**src/rtl/seq_detect_param.sv**
```systemverilog
// seq_detect_param: serial PAT_W-bit pattern detector with framed (group) and sliding (window) modes.
// Define SEQ_DET_CNT_EN to add a saturating match counter (cnt_clr / match_cnt, width CNT_W).
module seq_detect_param #(
   parameter int PAT_W = 6,
   parameter logic [PAT_W-1:0] PATTERN = 6'b011100
`ifdef SEQ_DET_CNT_EN
   ,parameter int CNT_W = 8
`endif
) (
   input  logic clk,
   input  logic rst,
   input  logic data_valid,
   input  logic data,
   input  logic mode,
`ifdef SEQ_DET_CNT_EN
   input  logic cnt_clr,
   output logic [CNT_W-1:0] match_cnt,
`endif
   output logic match,
   output logic not_match,
   output logic busy
);
   typedef enum logic [1:0] {S_IDLE, S_COLLECT, S_SLIDE} state_t;
   localparam int CW = $clog2(PAT_W + 1);
   localparam logic [CW-1:0] LAST = CW'(PAT_W - 1);
   localparam logic [CW-1:0] FULL = CW'(PAT_W);
   state_t state_q, state_d;
   logic [CW-1:0] cnt_q, cnt_d;
   // Only the PAT_W-1 older bits are stored; the incoming bit completes the window.
   logic [PAT_W-2:0] shift_q, shift_d;
   logic [PAT_W-1:0] window;
   logic mode_q, eval, match_d, not_match_d;
   logic match_q, not_match_q, busy_q;
   assign window = {shift_q, data};
   always_comb begin
      state_d = state_q;
      cnt_d = cnt_q;
      shift_d = shift_q;
      eval = 1'b0;
      if (mode != mode_q) begin
         state_d = S_IDLE;
         cnt_d = '0;
         shift_d = '0;
      end else if (data_valid) begin
         shift_d = window[PAT_W-2:0];
         state_d = state_q == S_IDLE ? (mode ? S_SLIDE : S_COLLECT) : state_q;
         eval = state_q != S_IDLE && cnt_q >= LAST;
         cnt_d = (state_q == S_COLLECT && cnt_q == LAST) ? '0 :
                 (cnt_q == FULL) ? FULL : cnt_q + CW'(1);
      end
   end
   assign match_d = eval && window == PATTERN;
   assign not_match_d = eval && state_q == S_COLLECT && window != PATTERN;
   always_ff @(posedge clk) begin
      if (rst) begin
         state_q <= S_IDLE;
         cnt_q <= '0;
         shift_q <= '0;
         mode_q <= 1'b0;
         match_q <= 1'b0;
         not_match_q <= 1'b0;
         busy_q <= 1'b0;
      end else begin
         state_q <= state_d;
         cnt_q <= cnt_d;
         shift_q <= shift_d;
         mode_q <= mode;
         match_q <= match_d;
         not_match_q <= not_match_d;
         busy_q <= cnt_d != '0 && cnt_d < FULL;
      end
   end
   assign match = match_q;
   assign not_match = not_match_q;
   assign busy = busy_q;
`ifdef SEQ_DET_CNT_EN
   logic [CNT_W-1:0] match_cnt_q;
   always_ff @(posedge clk) begin
      if (rst || cnt_clr) match_cnt_q <= '0;
      else if (match_d && !(&match_cnt_q)) match_cnt_q <= match_cnt_q + CNT_W'(1);
   end
   assign match_cnt = match_cnt_q;
`endif
endmodule

```
**config.mk**
```make
export PLATFORM = sky130hd
export DESIGN_NAME = seq_detect_param
export DESIGN_NICKNAME = d
export VERILOG_FILES = /design/src/rtl/seq_detect_param.sv
export SDC_FILE = /design/constraint.sdc
export NUM_CORES = 1
export LEC_CHECK = 0
export BUFFER_PORTS_ARGS = -buffer_cell sky130_fd_sc_hd__buf_2
export CORE_MARGIN = 2
export CORE_UTILIZATION = 40
export CTS_CLUSTER_SIZE = 28
export DETAILED_ROUTE_END_ITERATION = 16
export GPL_TIMING_DRIVEN = 0
export PLACE_DENSITY = 0.66
export SLEW_MARGIN = 10
export SYNTH_ARGS = -nofsm -noshare
export SYNTH_HDL_FRONTEND = slang
export SYNTH_SLANG_ARGS = --single-unit
```
**constraint.sdc**
```tcl
create_clock -name clk -period 1.5 [get_ports clk]
set_input_delay 0.375 -clock clk [delete_from_list [all_inputs] [get_ports clk]]
set_output_delay 0.375 -clock clk [all_outputs]
set_load 0.005 [all_outputs]
```
======== Yosys cells after proc, flatten, opt, wreduce, memory -nomap -nowiden ========
Cells that the tools add are included.
word-level totals
  input bits .............................. 5
  flip-flop bits (word level) ............. 14
cells by class
  reductions and logical operators ........ 11
  add/sub/neg operators ................... 1
  eq/ne operators ......................... 6
  muxes and demuxes ....................... 7
  magnitude comparators ................... 2
operators by type and width
  kind                                                      count
  two-way mux 3 bit                                         4
  == test 3 bit, second input constant                      2
  == test 6 x 5 -> 1 bit, second input constant             1
  logical AND 1 bit                                         6
  inequality test 6 x 5 -> 1 bit, second input constant     1
  adder 3 x 1 -> 3 bit, second input constant               1
  greater-or-equal comparator 3 bit, second input constant  1
  less-than comparator 3 bit, second input constant         1
  nonzero test 3 bit                                        1
  == test 2 x 1 -> 1 bit, second input constant             1
  logical NOT 2 bit                                         1
  two-way mux 1 bit                                         2
  two-way mux 2 bit                                         1
  AND reduction 2 bit                                       1
  nonzero test 2 bit                                        1
  OR reduction 2 bit                                        1
  inequality test 1 bit                                     1

======== Depth between registers and ports, before layout ========
  word-level depth ........................ 7
  mapped depth ............................ 6
  mapped depth without buffers ............ 6

======== Least setup slack after synthesis ========
Ideal clock, no wire load.
  kind .................................... register to register
  from .................................... register cnt_q[0]
  to ...................................... register busy_q, in the netlist busy
  required time ........................... 1.414 ns
  arrival time ............................ 1.319 ns
  library setup time ...................... 0.086 ns
  slack ................................... 0.095 ns
  clock period less this slack ............ 1.405 ns
  cell stages (with the launch flop) ...... 7
  path through ............................ dfxtp_1 inv_1 ha_1 nor2b_1 a2bb2oi_1 or2_2 a211oi_1
on the way
  word-level cells in the longest chain between the ends .. 7
ends and longest elaborated chain
  element                                                           line    RTL
  from (decl)                                                       28      logic [CW-1:0] cnt_q, cnt_d;
  from (signal assigned)                                            65      cnt_q <= cnt_d;
  adder 3 x 1 -> 3 bit, or another cell as far along                49      (cnt_q == FULL) ? FULL : cnt_q + CW'(1);
  two-way mux 3 bit or logical AND 1 bit (tied branches)            49, 48
  two-way mux 3 bit                                                 48      cnt_d = (state_q == S_COLLECT && cnt_q == LAST) ? '0 :
  two-way mux 3 bit *                                               44      end else if (data_valid) begin
  two-way mux 3 bit *                                               40      if (mode != mode_q) begin
  less-than comparator 3 bit or nonzero test 3 bit (tied branches)  70      busy_q <= cnt_d != '0 && cnt_d < FULL;
  logical AND 1 bit *                                               70
  to (signal assigned)                                              70
  to (decl)                                                         33      logic match_q, not_match_q, busy_q;
Mark *: on every way between the ends. The rest lies on a longest branch, timed or not.
A chain may end at the register's enable or synchronous reset.

======== Final worst setup path ========
  from .................................... register cnt_q[1]
  to ...................................... register busy_q, in the netlist busy
The elaborated chain is that of the path after synthesis.

==> summary.md <==
| Metric | Value |
|---|---|
| Initial DRT Pass Iterations | `4` |
| Mapped Nets | `between 70 and 80` |
| Seq/Total Area, Yosys | `45.4%` |
| Critical path origin | `cnt_q[1]$_SDFF_PP0_` |
| Detailed-route wire length per cell | `12.2 um` |
| Die area | `1870 um^2` |
| Yosys cell types | `23` |
| Clk slew on worst S/H paths | `90 ps` |
| Area fraction of the dominant cell type after synthesis | `a little under half` |
| Total Power | `0.000737 W` |
| PwrDens | `950 nW/um^2` |
| DRT Wirelength | `about 1100 um` |
| Hold WC Path Type | `primary input to flip-flop` |
| CP max stage cell | `dfxtp_4` |
| Worst-path maximum fanout | `4` |
| CTS tree | `done` |
| Synthesis-to-finish area growth | `25.8%` |
| Pins Over Slew Limit | `0` |
| Root Buffer | `clkbuf_4` |
| Outcome | `finished clean` |
| Worst-margin pin slew | `354 ps` |
| Starting DRT DRC Count | `14` |
| Reg-to-reg slack, setup | `~94 ps` |
| R2r endpoint | `busy$_SDFF_PP0_` |
| Nets | `84` |
| Die Span X | `43.3 um` |
| Aggregate global-route resource usage | `~14%` |
| First-pass GRT wire length | `1950 um` |
| RSZ-0062 raised after global routing | `yes` |
| Largest net degree at the start of global routing | `11` |
| Worst-case reg-to-reg path depth | `6` |
| Post-synth EDFFs | `0` |
| Max Cap Violations | `0` |
| Critical-path cell list | `inv_4 -> ha_4 -> nand4b_1 -> a31oi_2 -> o22a_1 -> a211oi_2` |
| Final core occ | `52.7%` |
| Setup crit start kind | `flip-flop` |
| Slowest stage delay, CP | `400 ps` |
| Post-synth top cells | `14 x dfxtp_1, 10 x nor2_1, 5 x mux2i_1` |
| TNS Setup | `0 ps` |
| Worst Hold Depth | `2` |
| RR Startpoint | `cnt_q[1]$_SDFF_PP0_` |
| Predominant post-synthesis flop cell | `dfxtp_1` |
| Via count | `484` |
| Top-count cell post-synth | `dfxtp_1` |
| Dpl hpwl | `773 um` |
| # diodes | `0` |
| Maximum clock frequency | `0.711 GHz` |
| Ports | `8` |
| Initial antenna violation count | `0` |
| LEAKAGE | `approximately 0.29 nW` |
| Final Hold Fails | `0` |
| Vias per cell | `between 5 and 6` |
| Max-slew headroom | `76.3%` |
| Worst setup path endpoint | `busy$_SDFF_PP0_` |
| Filler instances | `152` |
| Clock Path Buffers | `2` |
| Post-DRT Antenna Nets | `0` |
| Minimum clock period | `roughly 1400 ps` |
| Initial Util | `41.9%` |
| Core area | `1470 um^2` |
| Die H | `43.3 um` |
| Post-Syn Instances | `64` |
| Layout cells sized above 1 | `33.3%` |
| Worst-case clock skew | `approximately 0.84 ps` |
| H-tree depth | `1` |
| Vias in the first global route | `~450` |
| Row cnt | `14` |
| Final Cycle Share | `93.7%` |
| CTS buffer count | `3` |
| GRT overflow | `0` |
| Synth area leader | `dfxtp_1` |
| PortBufs | `7` |
| #FFs+latches synth | `14` |
| CTS Sinks | `14` |
| Syn avg cell area | `9.64 um^2` |
| Setup CP Type | `flip-flop to flip-flop` |
| Yosys warning count | `0` |
| Post-synthesis async set-or-reset flop share | `0%` |
| Arrival @ worst endpoint | `between 1500 and 2000 ps` |
| DRC viols | `0` |
| Worst Path Required | `1710 ps` |
| Synthesized area | `617 um^2` |
| Setup crit end kind | `flip-flop` |
| Worst-Skew Late Latency | `280 ps` |
| Synth area leaders | `dfxtp_1 45%, mux2i_1 8.1%, ha_1 6.1%` |
| VDD IR max | `between 400 and 500 uV` |
| GP Congestion | `0.695` |
| Final setup viols | `0` |
routing by layer:
layer	global-route usage (%)	vias to the layer above	share of wire [%]
li1	-	247	-
met1	18.9	228	49
met2	20.0	7	46
met3	3.83	2	3.7
met4	9.09	0	1.3
met5	0	-	0
metrics by stage:
stage | hold slack [ps] | worst slack [ps] | std cells | instance area (um^2)
final | 299 | 94.1 | 91 | 776
after global routing | 311 | -15.6 | 91 | 776
after CTS | 290 | 11.3 | 91 | 712
after detailed placement | 498 | -94.7 | 87 | 672
after global placement | 475 | -36.2 | 87 | 672
after floorplan | 447 | 95.0 | 64 | 617
report_power, final:
| part | internal [W] | switching [W] |
|---|---|---|
| registers | 0.000379 | 0.00000957 |
| logic | 0.0000385 | 0.0000383 |
| clock network | 0.000148 | 0.000124 |
flip-flops by register name (all words and copies together) (netlist names):
signal and cells:
mode_q 1, busy 1, match 1, state_q 2
shift_q 5, not_match 1, cnt_q 3
how the worst min path moves through the flow:
stage,slack [ps],from,endpoint
finish,300,rst,cnt_q[1]$_SDFF_PP0_
global route,310,rst,busy$_SDFF_PP0_
CTS,290,rst,cnt_q[1]$_SDFF_PP0_
detailed placement,500,shift_q[4]$_SDFFE_PP0P_,shift_q[4]$_SDFFE_PP0P_
global placement,480,shift_q[4]$_SDFFE_PP0P_,shift_q[4]$_SDFFE_PP0P_
floorplan,450,rst,mode_q$_SDFF_PP0_
worst max-delay path: cells and delay by family, from the launching register on:
kind,cells,cell delay (ps)
AOI/OAI and AO/OA,3,550
DFF,1,400
buffers and inverters,1,50
and+or+nand+nor,1,190
adders and majority gates,1,150
layout by cell type, fill, tap and decap left out:
master and count:
a211oi_2 1, a21boi_2 1, a21oi_1 3, a2bb2oi_2 1
a31oi_1 1, a31oi_2 1, buf_2 7, buf_4 1
buf_6 1, clkbuf_4 3, clkbuf_8 1, dfxtp_1 12
dfxtp_4 2, ha_1 1, ha_4 2, inv_1 2
inv_4 1, mux2i_1 5, nand3b_1 2, nand4b_1 2
nor2_1 10, nor2b_1 2, nor2b_2 1, nor3_1 2
nor4_1 2, nor4_2 1, o211ai_1 1, o22a_1 1
or2_1 2, or2_4 1, or3_1 1, xor2_1 1
kinds of logic (layout without fill, tap and decap cells):
logic type / Yosys count / count (layout) / share of synthesized area [%]
xor+xnor: 1 / 1 / 1.42
fa+ha+maj: 3 / 3 / 6.09
flops: 14 / 14 / 45.4
compound gates: 10 / 10 / 11.0
buf+inv: 5 / 16 / 4.87
simple gates: 26 / 26 / 23.1
mux: 5 / 5 / 8.11
final cells by class:
type,count,area [um^2],share of cell area [%]
clock buffers,4,36.3,4.68
well taps,16,20.0,2.58
multi-input cells,45,364,46.9
flip-flops and latches,14,288,37.1
inverters,3,13.8,1.77
plain buffers,2,18.8,2.42
repair buffers,7,35.0,4.52
what timing repair did:
action                                  in CTS  in global routing
buffers inserted                             0                  0
gates resized for setup                      3                 14
endpoints found under the setup margin       1                  1
hold buffers                                 0                  0
pin swaps                                    0                  7
Power figures use the tool's default switching activity.
